<file path="config.mk">
export PLATFORM = sky130hd
export DESIGN_NAME = vga_clock_render
export DESIGN_NICKNAME = d
export VERILOG_FILES = /design/src/rtl/vga_pkg.sv /design/src/rtl/font_rom.sv /design/src/rtl/vga_clock_render.sv
export SDC_FILE = /design/constraint.sdc
export NUM_CORES = 1
export LEC_CHECK = 0
export ABC_AREA = 1
export CORE_MARGIN = 2
export CORE_UTILIZATION = 30
export DETAILED_ROUTE_END_ITERATION = 8
export SLEW_MARGIN = 20
export SYNTH_ARGS = -nofsm -noshare
export SYNTH_HDL_FRONTEND = slang
export SYNTH_HIERARCHICAL = 1
export SYNTH_SLANG_ARGS = --single-unit
</file>
<file path="constraint.sdc">
create_clock -name clk -period 4 [get_ports clk]
set_clock_uncertainty 0.15 [all_clocks]
set_input_delay 0.4 -clock clk [delete_from_list [all_inputs] [get_ports clk]]
set_output_delay 0.4 -clock clk [all_outputs]
set_load 0.005 [all_outputs]
</file>
<file path="src/rtl/vga_pkg.sv">
// Shared constants, glyph codes and update-FSM state type for the VGA clock renderer.
package vga_pkg;

    localparam int HD    = 640;
    localparam int VD    = 480;
    localparam int RGB_W = 12;
    localparam int TXT_W = 128;
    localparam int TXT_H = 32;

    localparam logic [3:0] GLYPH_COLON = 4'd10;
    localparam logic [3:0] GLYPH_BLANK = 4'd11;
    localparam logic [3:0] GLYPH_DASH  = 4'd12;

    typedef enum logic {
        UPD_IDLE,
        UPD_PENDING
    } upd_state_t;

    // Digits 0-9 map to their own glyph; invalid BCD or no time yet shows a dash.
    function automatic logic [3:0] digit_glyph(input logic [3:0] nib, input logic ok);
        return (!ok || nib > 4'd9) ? GLYPH_DASH : nib;
    endfunction

endpackage

</file>
<file path="src/rtl/font_rom.sv">
// 16 glyphs x 16 rows x 8 px font with a registered, enable-gated read port.
module font_rom (
    input  logic       clk,
    input  logic       rst,
    input  logic       en,
    input  logic [7:0] addr,
    output logic [7:0] data
);

    // One 128-bit word per glyph, row 0 in the top byte, MSB = leftmost pixel.
    localparam logic [127:0] GLYPHS [16] = '{
        128'h00007E42424242420042424242427E00,  // 0
        128'h00000002020202020002020202020000,  // 1
        128'h00007E02020202027E40404040407E00,  // 2
        128'h00007E02020202027E02020202027E00,  // 3
        128'h00000042424242427E02020202020000,  // 4
        128'h00007E40404040407E02020202027E00,  // 5
        128'h00007E40404040407E42424242427E00,  // 6
        128'h00007E02020202020002020202020000,  // 7
        128'h00007E42424242427E42424242427E00,  // 8
        128'h00007E42424242427E02020202027E00,  // 9
        128'h00000000001818000000181800000000,  // ':'
        128'h00000000000000000000000000000000,  // blank
        128'h00000000000000007E00000000000000,  // '-'
        128'h00000000000000000000000000000000,
        128'h00000000000000000000000000000000,
        128'h00000000000000000000000000000000
    };

    logic [127:0] glyph;

    always_comb glyph = GLYPHS[addr[7:4]];

    // NOTE: only the read register is reset; the glyph table is constant storage and needs none.
    always_ff @(posedge clk) begin
        if (rst) begin
            data <= '0;
        end else if (en) begin
            data <= glyph[{~addr[3:0], 3'b000} +: 8];
        end
    end

endmodule

</file>
<file path="src/rtl/vga_clock_render.sv">
// Renders "HH:MM:SS" in a 2x-scaled 8x16 font; new times latch only at the start of vblank.
module vga_clock_render
    import vga_pkg::*;
#(
    parameter int               ORIGIN_X = 256,
    parameter int               ORIGIN_Y = 224,
    parameter logic [RGB_W-1:0] FG_COLOR = 12'h0F0,
    parameter logic [RGB_W-1:0] BG_COLOR = 12'h000
) (
    input  logic             clk,
    input  logic             rst,
    input  logic             pix_en,
    input  logic [9:0]       px_x,
    input  logic [9:0]       px_y,
    input  logic             hsync_in,
    input  logic             vsync_in,
    input  logic [23:0]      time_bcd,
    input  logic             time_valid,
    output logic             upd_ack,
    output logic             hsync,
    output logic             vsync,
    output logic [RGB_W-1:0] rgb
);

    upd_state_t  state, state_d;
    logic [23:0] pend_time, disp_time, disp_src;
    logic        disp_ok, pend_load, disp_load, frame_start;

    assign frame_start = pix_en && (px_x == 10'd0) && (px_y == 10'(VD));

    // NOTE: every signal written here gets a default first so no latch is inferred.
    always_comb begin
        state_d   = state;
        pend_load = 1'b0;
        disp_load = 1'b0;
        disp_src  = pend_time;
        if (frame_start && time_valid) begin
            disp_load = 1'b1;
            disp_src  = time_bcd;
            state_d   = UPD_IDLE;
        end else if (frame_start && state == UPD_PENDING) begin
            disp_load = 1'b1;
            state_d   = UPD_IDLE;
        end else if (time_valid) begin
            pend_load = 1'b1;
            state_d   = UPD_PENDING;
        end
    end

    // NOTE: sequential state uses non-blocking assignments so all registers update together.
    always_ff @(posedge clk) begin
        if (rst) begin
            state     <= UPD_IDLE;
            pend_time <= '0;
            disp_time <= '0;
            disp_ok   <= 1'b0;
            upd_ack   <= 1'b0;
        end else begin
            state   <= state_d;
            upd_ack <= disp_load;
            if (pend_load) pend_time <= time_bcd;
            if (disp_load) begin
                disp_time <= disp_src;
                disp_ok   <= 1'b1;
            end
        end
    end

    // S1: locate the pixel inside the text box and form the font address.
    logic [9:0] dx, dy;
    logic [3:0] nib, code;
    logic [7:0] rom_addr, rom_data;
    logic       in_box, active;
    logic       s1_in_box, s1_active, s1_hs, s1_vs;
    logic [2:0] s1_bit;

    always_comb begin
        dx     = px_x - 10'(ORIGIN_X);
        dy     = px_y - 10'(ORIGIN_Y);
        in_box = (px_x >= 10'(ORIGIN_X)) && (dx < 10'(TXT_W)) &&
                 (px_y >= 10'(ORIGIN_Y)) && (dy < 10'(TXT_H));
        active = (px_x < 10'(HD)) && (px_y < 10'(VD));
        case (dx[6:4])
            3'd0:    nib = disp_time[23:20];
            3'd1:    nib = disp_time[19:16];
            3'd3:    nib = disp_time[15:12];
            3'd4:    nib = disp_time[11:8];
            3'd6:    nib = disp_time[7:4];
            3'd7:    nib = disp_time[3:0];
            default: nib = 4'd0;
        endcase
        code     = (dx[6:4] == 3'd2 || dx[6:4] == 3'd5) ? GLYPH_COLON : digit_glyph(nib, disp_ok);
        rom_addr = {code, dy[4:1]};
    end

    font_rom u_font_rom (
        .clk  (clk),
        .rst  (rst),
        .en   (pix_en),
        .addr (rom_addr),
        .data (rom_data)
    );

    always_ff @(posedge clk) begin
        if (rst) begin
            s1_in_box <= 1'b0;
            s1_active <= 1'b0;
            s1_bit    <= '0;
            s1_hs     <= 1'b0;
            s1_vs     <= 1'b0;
        end else if (pix_en) begin
            s1_in_box <= in_box;
            s1_active <= active;
            s1_bit    <= dx[3:1];
            s1_hs     <= hsync_in;
            s1_vs     <= vsync_in;
        end
    end

    // S2: pick the colour; blanking always forces black.
    always_ff @(posedge clk) begin
        if (rst) begin
            rgb   <= '0;
            hsync <= 1'b0;
            vsync <= 1'b0;
        end else if (pix_en) begin
            hsync <= s1_hs;
            vsync <= s1_vs;
            if (!s1_active)                             rgb <= '0;
            else if (rom_data[3'd7 - s1_bit] && s1_in_box) rgb <= FG_COLOR;
            else                                        rgb <= BG_COLOR;
        end
    end

endmodule

</file>
==> results of run 1 <==
## state kept, by name, summed over array words and instances, names as in the netlist, 3 cells and up
signal,flops
s1_bit,3
pend_time,24
disp_time,24
u_font_rom/data,4
## worst max-delay path: cells and delay by family
family / cells / cell delay (ns)
and+or+nand+nor: 16 / 1.27
buffers and inverters: 3 / 1.01
AOI/OAI and AO/OA: 1 / 0.33
adders and majority gates: 1 / 0.32
## power groups by stage
stage | combinational (W) | clock (W) | sequential (W)
2_1_floorplan | 0.000151 | 0 | 0.000695
3_3_place_gp | 0.000226 | 0 | 0.000698
3_5_place_dp | 0.000229 | 0 | 0.000699
4_1_cts | 0.000230 | 0.000800 | 0.000685
5_1_grt | 0.000262 | 0.000820 | 0.000687
6_report | 0.000229 | 0.000774 | 0.000685
## through the flow
stage / utilization / hold WS [ns] / total power (W) / cell area, sq um / worst slack, ns
after floorplan: - / 0.2797 / 0.0008469 / 3905 / 1.328
after global placement: 0.3517 / 0.2878 / 0.0009240 / 4438 / 0.4560
after detailed placement: 0.3517 / 0.2959 / 0.0009274 / 4438 / 0.4271
after CTS: 0.3747 / 0.3031 / 0.001715 / 4728 / 0.7673
after global routing: 0.3747 / 0.3158 / 0.001769 / 4728 / 0.3034
final: 0.3747 / 0.3013 / 0.001689 / 4728 / 0.7556
## path summary, 6_finish.rpt
check / startpoint / cells past startpoint / slack, ns / endpoint
max: px_x[4] / 21 / 0.76 / u_font_rom/data[6]
min: pend_time[8] / 2 / 0.30 / pend_time[8]
max reg2reg: disp_time[6] / 19 / 1.45 / u_font_rom/data[6]
min reg2reg: pend_time[8] / 2 / 0.30 / pend_time[8]
## cell usage in the layout (no fill, tap or decap), types with 10 or more instances in the layout
| cell type | instances |
|---|---|
| clkdlybuf4s50_1 | 56 |
| dfxtp_1 | 65 |
| nor2_1 | 42 |
| nand3_1 | 29 |
| conb_1 | 10 |
| nand2_1 | 137 |
| a21oi_2 | 20 |
| inv_1 | 95 |
| o21ai_0 | 37 |
| a21oi_1 | 35 |
| o21ai_1 | 25 |
## logic make-up after synthesis
logic type                 Yosys count  share of synthesized area
buffers and inverters              143                     0.1734
other                                2                   0.001938
AOI/OAI and AO/OA                  129                     0.1937
DFF                                 65                     0.3358
and+or+nand+nor                    238                     0.2693
adders and majority gates            8                    0.02583
## metal layers
metal	wire length (microns)	part of all wire	global-route usage	up-vias
met2	3961	0.45	0.2064	85
met5	0	0	0	-
met3	509	0.057	0.04264	19
met1	4191	0.47	0.1697	1593
li1	-	-	-	1899
met4	216	0.024	0.07154	0
## cell type report
type,instances,area (sq um)
clock buffer,13,250.2
clock inverter,3,40.04
fill,1384,7891
inverter,101,379.1
multi-input combinational,385,1932
sequential,65,1301
tap,172,215.2
timing repair buffer,61,610.6
==> results.json, run 1 <==
{
  "status": "finished, final reports clean",
  "start_util": 0.3071,
  "powerDensity_nw_per_um2": 357.1,
  "dp.cells": 784,
  "syn-instance-count": 585,
  "setup_viol": 0,
  "drc": 0,
  "cts_tree": "yes",
  "num_io_pins": 65,
  "synth_edf_count": 0,
  "arrival_ns": 3.32,
  "p_leak_nw": 2.167,
  "num_vias": 3596,
  "grt_pass1_wl_microns": 15210,
  "path_cells": "clkdlybuf4s50_1 > inv_1 > nand3_1 > nor2_1 > nor2_1 > nand2_1 > nor2_1 > nand2_1 > nand2_1 > nand2_1 > a21oi_1 > inv_1 > ha_1 > nand2_1 > nand3_1 > nand3_1 > nand2_1 > nand2_2 > nand2_1 > nor2_1 > nor2_1",
  "core_area_sq_um": 12620,
  "gp_routability_congestion": 0.8694,
  "relSlewSlack": 0.5954,
  "die_w_microns": 117.7,
  "p_sw_frac": 0.2457,
  "cts_root_buf": "clkbuf_16",
  "pwr-share-seq": 0.406,
  "port_buffers": 56,
  "antenna_found_initial": 0,
  "first_global_vias": 3328,
  "setup_tns_ns": 0,
  "worst_slew_pin_slew_ns": 0.6054,
  "clock_latency_ns": 0.34,
  "via_per_inst": 4.495,
  "synth_most_common_cell": "nand2_1",
  "hold_path.class": "reg -> reg",
  "wl_per_cell_microns": 11.10,
  "cts_hold_buffers": 0,
  "critical_path_class": "in -> reg",
  "yosysWarnings": 6,
  "synth_area_leaders": "dfxtp_1 (34%), nand2_1 (13%), inv_1 (9.2%)",
  "syn2layout_area_growth_pct": 22.02,
  "critPathSlowestCell": "clkdlybuf4s50_1",
  "dpl.hpwl_microns": 6575,
  "drt_iter0_drc": 185,
  "cts_resized": 0,
  "clock_path_buffers": 2,
  "power.switching_w": 0.0004150,
  "clk_pin_slew_ns": 0.05,
  "cts_setup_buffers": 0,
  "crit_path_max_incr_delay_ns": 0.72,
  "hold_violations": 0,
  "start_kind": "input pin",
  "cts-buffers-inserted": 9,
  "synth_ff_type": "dfxtp_1",
  "grt_max_degree": 50,
  "fin_crit_sh": 0.8111,
  "ys_ff_latch": 65,
  "gr-total-overflow": 0,
  "antenna_left": 0,
  "async_flop_share": 0,
  "grt_usage": 0.1351,
  "yosysSeqAreaShare": 0.3358,
  "worst_ep_required_time_ns": 4.08,
  "dieHeight_microns": 117.7,
  "yosys-top-cells-count": "nand2_1 (137), inv_1 (95), dfxtp_1 (65)",
  "crit_path_frequent_cell": "nand2_1",
  "path_max_fanout": 9,
  "clkPwrFrac": 0.458,
  "dieArea_sq_um": 13840,
  "rows": 41,
  "drt-total-wl_microns": 8878,
  "max_cap_violations": 0,
  "drt_pass1_iterations": 5,
  "drv_slew": 0,
  "diodes": 0,
  "fin_cells": 800,
  "clock-sinks": 65,
  "p_int_w": 0.001274,
  "power_frac_comb": 0.136,
  "peakVddDrop_uv": 172.8,
  "syn_area_sq_um": 3875,
  "fin_crit_ns": 3.244,
  "synth_top_area_share": 0.3358,
  "timing.fmax_mhz": 308.2,
  "htreeDepth": 3,
  "rsz0062_at_grt": "false",
  "layout.nets": 681,
  "cp-end-kind": "register",
  "yosysTopAreaCell": "dfxtp_1",
  "drive_above_1_share": 0.09236,
  "synth_area_per_cell_sq_um": 6.624,
  "synth_cell_types": 33
}
No activity file was read; power rests on OpenSTA's default activity.
==> run 2, diff against run 1 <==
- clock period: 4 -> 3 ns (I/O delays scaled with it)
==> run 2 against run 1 <==
  * First-iteration DRC count is 9.7% higher
  * Clock-buffer cell count is 3 lower
  * Die area did not move
  * Sequential power rose by 33%
  * Via count rose by 0.22%
==> results.json, run 2 (synthesized netlist as in run 1, its figures left out) <==
{
  "num_io_pins": 65,
  "path_buf_inv": 5,
  "drt_pass1_iterations": 4,
  "first_global_vias": 3582,
  "rows": 41,
  "path_cells": "clkdlybuf4s50_1 > buf_4 > nor3_1 > buf_4 > nand2_1 > nand2_1 > nor2_1 > nand2_1 > nand2_1 > nand2_1 > a21oi_2 > inv_1 > ha_1 > nand2_1 > nand3_1 > nand3_1 > nand2_1 > nand2_2 > nand3b_1 > nand2_1 > inv_1",
  "max_cap_violations": 0,
  "core_area_sq_um": 12620,
  "cts-buffers-inserted": 9,
  "wl_per_cell_microns": 11.20,
  "final_cell_mix": "nand2_1 (137), inv_1 (95), dfxtp_1 (65), clkdlybuf4s50_1 (56), nor2_1 (41)",
  "hold_start": "pend_time[21]",
  "reg.largest.list": "disp_time x24, pend_time x24, u_font_rom/data x4",
  "die_w_microns": 117.7,
  "post-route-util": 0.3864,
  "powerDensity_nw_per_um2": 486.5,
  "dieArea_sq_um": 13840,
  "drive_above_1_share": 0.1172,
  "cts_tree": "yes",
  "worst_ep_required_time_ns": 3.08,
  "start_util": 0.3071,
  "timing.rr.end": "u_font_rom/data[4]",
  "syn2layout_area_growth_pct": 25.83,
  "critPathSlowestCell": "clkdlybuf4s50_1",
  "fin_crit_sh": 0.8813,
  "crit_path_max_incr_delay_ns": 0.48,
  "grt_max_degree": 50,
  "dp_slack_ns": -0.02095,
  "r2r_start": "disp_time[1]",
  "hold_slack_ns": 0.2991,
  "cp_top_family": "simple AND/OR/NAND/NOR gates",
  "clock_path_buffers": 2,
  "rsz0062_at_grt": "false",
  "drt-total-wl_microns": 9094,
  "setup_viol": 0,
  "port_buffers": 56,
  "cp-end-kind": "register",
  "setup_ws_ns": 0.3562,
  "drc": 0,
  "clock_latency_ns": 0.33,
  "r2r_cells": 19,
  "power_w": 0.002372,
  "grt_pass1_wl_microns": 16130,
  "peakVddDrop_uv": 211.2,
  "hold_path.class": "reg -> reg",
  "timing.fmax_mhz": 378.2,
  "drt_iter0_drc": 203,
  "cts_root_buf": "clkbuf_16",
  "diodes": 0,
  "num_vias": 3604,
  "gr-total-overflow": 0,
  "via_per_inst": 4.438,
  "crit_path_frequent_cell": "nand2_1",
  "ff2ff_setup_slack_ns": 0.75,
  "arrival_ns": 2.72,
  "antenna_found_initial": 0,
  "layout.nets": 693,
  "drv_slew": 0,
  "dieHeight_microns": 117.7,
  "path_max_fanout": 9,
  "antenna_left": 0,
  "hold_depth": 2,
  "htreeDepth": 3,
  "n_fill_cell": 1336,
  "status": "finished, final reports clean",
  "critical_path_class": "in -> reg",
  "clk_pin_slew_ns": 0.05,
  "start_kind": "input pin",
  "fin_crit_ns": 2.644,
  "clock-sinks": 65,
  "mostFrequentLayoutCell": "nand2_1",
  "gp_routability_congestion": 0.8546,
  "dpl.hpwl_microns": 6752,
  "grt_usage": 0.1405,
  "p_leak_nw": 2.243,
  "min_to": "pend_time[21]",
  "hold_violations": 0
}
## run 2: changes by cell type in the layout (fill, tap and decap cells not counted)
cell / delta
buf_4: +11
clkbuf_1: -3
a21oi_1: -1
a21oi_2: +1
buf_12: +1
bufinv_16: +1
clkinv_2: -1
clkinv_4: +1
clkinvlp_4: +1
inv_6: +1
nor2_1: -1
nor2_2: +1
## run 2: how the worst max path moves through the flow
stage / from / to / depth (start not counted)
after detailed placement: px_x[5] / u_font_rom/data[6] / 21
after CTS: px_x[4] / u_font_rom/data[6] / 22
final: px_x[5] / u_font_rom/data[4] / 21
after global routing: px_x[5] / u_font_rom/data[4] / 21
after global placement: px_x[4] / u_font_rom/data[6] / 21
after floorplan: px_x[4] / u_font_rom/data[6] / 21
## run 2: metal layers
metal | vias to the layer above | track usage | routed length [microns]
met5 | - | 0 | 0
met4 | 0 | 0.05196 | 97
met3 | 7 | 0.03876 | 443
met2 | 69 | 0.2435 | 4347
met1 | 1613 | 0.1652 | 4205
li1 | 1915 | - | -
## run 2: area by class of cell
type	count	area [sq um]	area share
Timing Repair Buffer	73	713.2	0.1463
Inverter	101	379.1	0.07775
Tap cell	172	215.2	0.04414
Clock inverter	6	90.09	0.01848
Clock buffer	10	239.0	0.04901
Sequential cell	65	1301	0.2669
Multi-Input combinational cell	385	1938	0.3975
## run 2: through the flow
stage / instance area, sq um / setup TNS, ns / instances
after floorplan: 3905 / 0 / 593
after global placement: 4541 / 0 / 796
after detailed placement: 4541 / -0.03753 / 796
after CTS: 4870 / 0 / 812
after global routing: 4876 / 0 / 812
final: 4876 / 0 / 812
## run 2: power by group
| group | internal (W) | leakage [nW] | switching [W] |
|---|---|---|---|
| sequential | 0.000899 | 0.533 | 0.0000146 |
| clock | 0.000752 | 0.159 | 0.000393 |
| combinational | 0.000143 | 1.55 | 0.000171 |
| total | 0.00179 | 2.24 | 0.000579 |
## run 2: repair_timing
action                     in CTS  in global routing
setup buffers                   0                  0
hold buffers                    0                  0
gates resized for setup         0                  2
setup endpoints to repair       0                  4
## run 2: worst register-to-register path, stage by stage, from the launching register on
cell      delay (ns)
dfxtp_1         0.31
inv_1           0.05
nor2_1          0.04
nor2_1          0.11
nand2_1         0.06
nor2_1          0.12
nand2_1         0.07
nand2_1         0.09
nand2_1         0.07
a21oi_2         0.12
inv_1           0.09
ha_1            0.29
nand2_1         0.09
nand3_1         0.08
nand3_1         0.07
nand2_1         0.06
nand2_2         0.08
nand3b_1        0.09
nand2_1         0.07
inv_1           0.04
==> run 3, diff against run 2 <==
- ABC_AREA: 1 -> unset
==> run 3 against run 2 <==
  * Die area down 5.5%
  * Fmax down 6.1%
  * Critical path type is now reg -> reg
  * Largest power group unchanged
  * Via count down 8.6%
  * Routed wire length down 0.31%
  * Largest cell class unchanged
  * Critical endpoint is now u_font_rom/data[6]
==> results.json, run 3 <==
{
  "status": "finished, final reports clean",
  "dieHeight_microns": 114.4,
  "gp_routability_congestion": 0.8077,
  "grt_pass1_wl_microns": 15010,
  "drt_iter0_drc": 214,
  "hold_path.class": "reg -> reg",
  "yosysWarnings": 6,
  "synth_area_per_cell_sq_um": 8.303,
  "drive_above_1_share": 0.1624,
  "layout.nets": 559,
  "core_area_sq_um": 11960,
  "n_fill_cell": 1196,
  "yosysSeqAreaShare": 0.3562,
  "clock_path_buffers": 2,
  "cp-end-kind": "register",
  "htreeDepth": 3,
  "syn_area_sq_um": 3654,
  "synth_top_area_share": 0.3562,
  "fin_area_sq_um": 4710,
  "start_util": 0.3054,
  "final_cell_mix": "dfxtp_1 (65), clkdlybuf4s50_1 (51), nand2_1 (45), a21oi_1 (44), buf_4 (37)",
  "drv_slew": 0,
  "setup_tns_ns": 0,
  "peakVddDrop_uv": 182.3,
  "timing.fmax_mhz": 355.1,
  "die_w_microns": 114.4,
  "synth_edf_count": 0,
  "gr-total-overflow": 0,
  "diodes": 0,
  "num_io_pins": 65,
  "power_frac_comb": 0.135,
  "wl_per_cell_microns": 13.90,
  "p_leak_nw": 1.767,
  "dieArea_sq_um": 13080,
  "clk_pin_slew_ns": 0.06,
  "dp.cells": 632,
  "async_flop_share": 0,
  "max_cap_violations": 0,
  "rsz0062_at_grt": "false",
  "cts-buffers-inserted": 9,
  "synth_most_common_cell": "dfxtp_1",
  "hold_violations": 0,
  "via_per_inst": 5.054,
  "powerDensity_nw_per_um2": 456.6,
  "setup_viol": 0,
  "fin_crit_sh": 0.9388,
  "drt_pass1_iterations": 4,
  "clkPwrFrac": 0.442,
  "reg.largest.list": "disp_time x24, pend_time x24, u_font_rom/data x4",
  "fin_cells": 652,
  "post-route-util": 0.3937,
  "yosysTopAreaCell": "dfxtp_1",
  "mostFrequentLayoutCell": "dfxtp_1",
  "fin_crit_ns": 2.816,
  "critical_path_class": "reg -> reg",
  "synth_area_leaders": "dfxtp_1 (36%), a21oi_1 (6.0%), o32ai_1 (5.3%)",
  "ys_ff_latch": 65,
  "antenna_left": 0,
  "syn2layout_area_growth_pct": 28.90,
  "antenna_found_initial": 0,
  "first_global_vias": 3099,
  "path_max_fanout": 4,
  "cts_hold_buffers": 0,
  "grt_usage": 0.1442,
  "worst_slew_pin_slew_ns": 0.6032,
  "place_area_sq_um": 4360,
  "synth_ff_type": "dfxtp_1",
  "cts_root_buf": "clkbuf_16",
  "relSlewSlack": 0.5979,
  "rows": 40,
  "cts_tree": "yes",
  "drc": 0,
  "drt-total-wl_microns": 9066,
  "port_buffers": 56,
  "pwr-share-seq": 0.423,
  "p_sw_frac": 0.2468,
  "worst_ep_required_time_ns": 3.04,
  "dpl.hpwl_microns": 6446,
  "start_kind": "register",
  "yosys-top-cells-count": "dfxtp_1 (65), nand2_1 (45), a21oi_1 (44)",
  "p_int_w": 0.001620,
  "clock-sinks": 65,
  "num_vias": 3295,
  "power.switching_w": 0.0005307,
  "arrival_ns": 2.86,
  "syn-instance-count": 440,
  "clock_latency_ns": 0.33,
  "synth_cell_types": 60,
  "grt_max_degree": 67
}
## run 3: what timing repair did
item                       CTS  global route
setup endpoints to repair    4             4
gates resized for setup      1            17
hold endpoints to repair     0             0
gates cloned                 0             1
setup buffers                0             4
pin swaps                    0             6
## run 3: routing by layer
| layer | global-route usage | part of all wire | vias up |
|---|---|---|---|
| met4 | 0.05528 | 0.015 | 0 |
| li1 | - | - | 1685 |
| met5 | 0 | 0 | - |
| met3 | 0.03176 | 0.030 | 10 |
| met1 | 0.1849 | 0.46 | 1545 |
| met2 | 0.2369 | 0.50 | 55 |
## run 3: stage by stage
stage / hold WS [ns] / setup slack (ns) / power (W)
floorplan: 0.2221 / 0.2486 / 0.001090
global placement: 0.2912 / -0.4438 / 0.001204
detailed placement: 0.2963 / -0.4888 / 0.001210
CTS: 0.3038 / 0.05951 / 0.002167
global route: 0.3185 / 0.006999 / 0.002251
finish: 0.3006 / 0.1837 / 0.002150
## run 3: logic make-up (layout without fill, tap and decap cells)
logic type / Yosys count / in the layout / synth area share
fa+ha+maj: 9 / 9 / 0.03014
buf+inv: 59 / 116 / 0.09178
compound gates: 120 / 120 / 0.2295
mux: 20 / 20 / 0.06335
simple gates: 165 / 165 / 0.2271
flops: 65 / 65 / 0.3562
other cells: 2 / 10 / 0.002056
## run 3: power groups by stage
stage / sequential [W] / combinational (W) / clock, W
after floorplan: 0.000921 / 0.000168 / 0
after global placement: 0.000926 / 0.000278 / 0
after detailed placement: 0.000928 / 0.000282 / 0
after CTS: 0.000909 / 0.000283 / 0.000975
after global routing: 0.000912 / 0.000323 / 0.00102
final: 0.000909 / 0.000291 / 0.000950
## run 3: path summary, 6_finish.rpt
| path | startpoint | end | slack (ns) | cells past startpoint |
|---|---|---|---|---|
| worst max-delay path | disp_time[6] | u_font_rom/data[6] | 0.18 | 12 |
| worst min-delay path | pend_time[7] | pend_time[7] | 0.30 | 2 |
| worst min register to register | pend_time[7] | pend_time[7] | 0.30 | 2 |
| worst max register to register | disp_time[6] | u_font_rom/data[6] | 0.18 | 12 |
## run 3: final cells by class
cell class	count	area, sq um	share of cell area
Multi-Input combinational cell	324	2079	0.4416
Sequential cell	65	1301	0.2763
Timing Repair Buffer	95	850.8	0.1807
Clock buffer	11	242.7	0.05154
Tap cell	147	183.9	0.03905
Clock inverter	4	28.78	0.006111
Inverter	6	22.52	0.004782
## run 3: worst max-delay path, stage by stage (launching register included)
cell      delay, ns
dfxtp_1        0.32
mux2_2         0.26
a22o_1         0.17
mux2i_1        0.17
nor2b_2        0.17
o2111a_1       0.23
inv_2          0.07
ha_1           0.30
a21o_1         0.20
o211ai_1       0.17
nand2_1        0.08
a41oi_2        0.25
a311oi_2       0.14
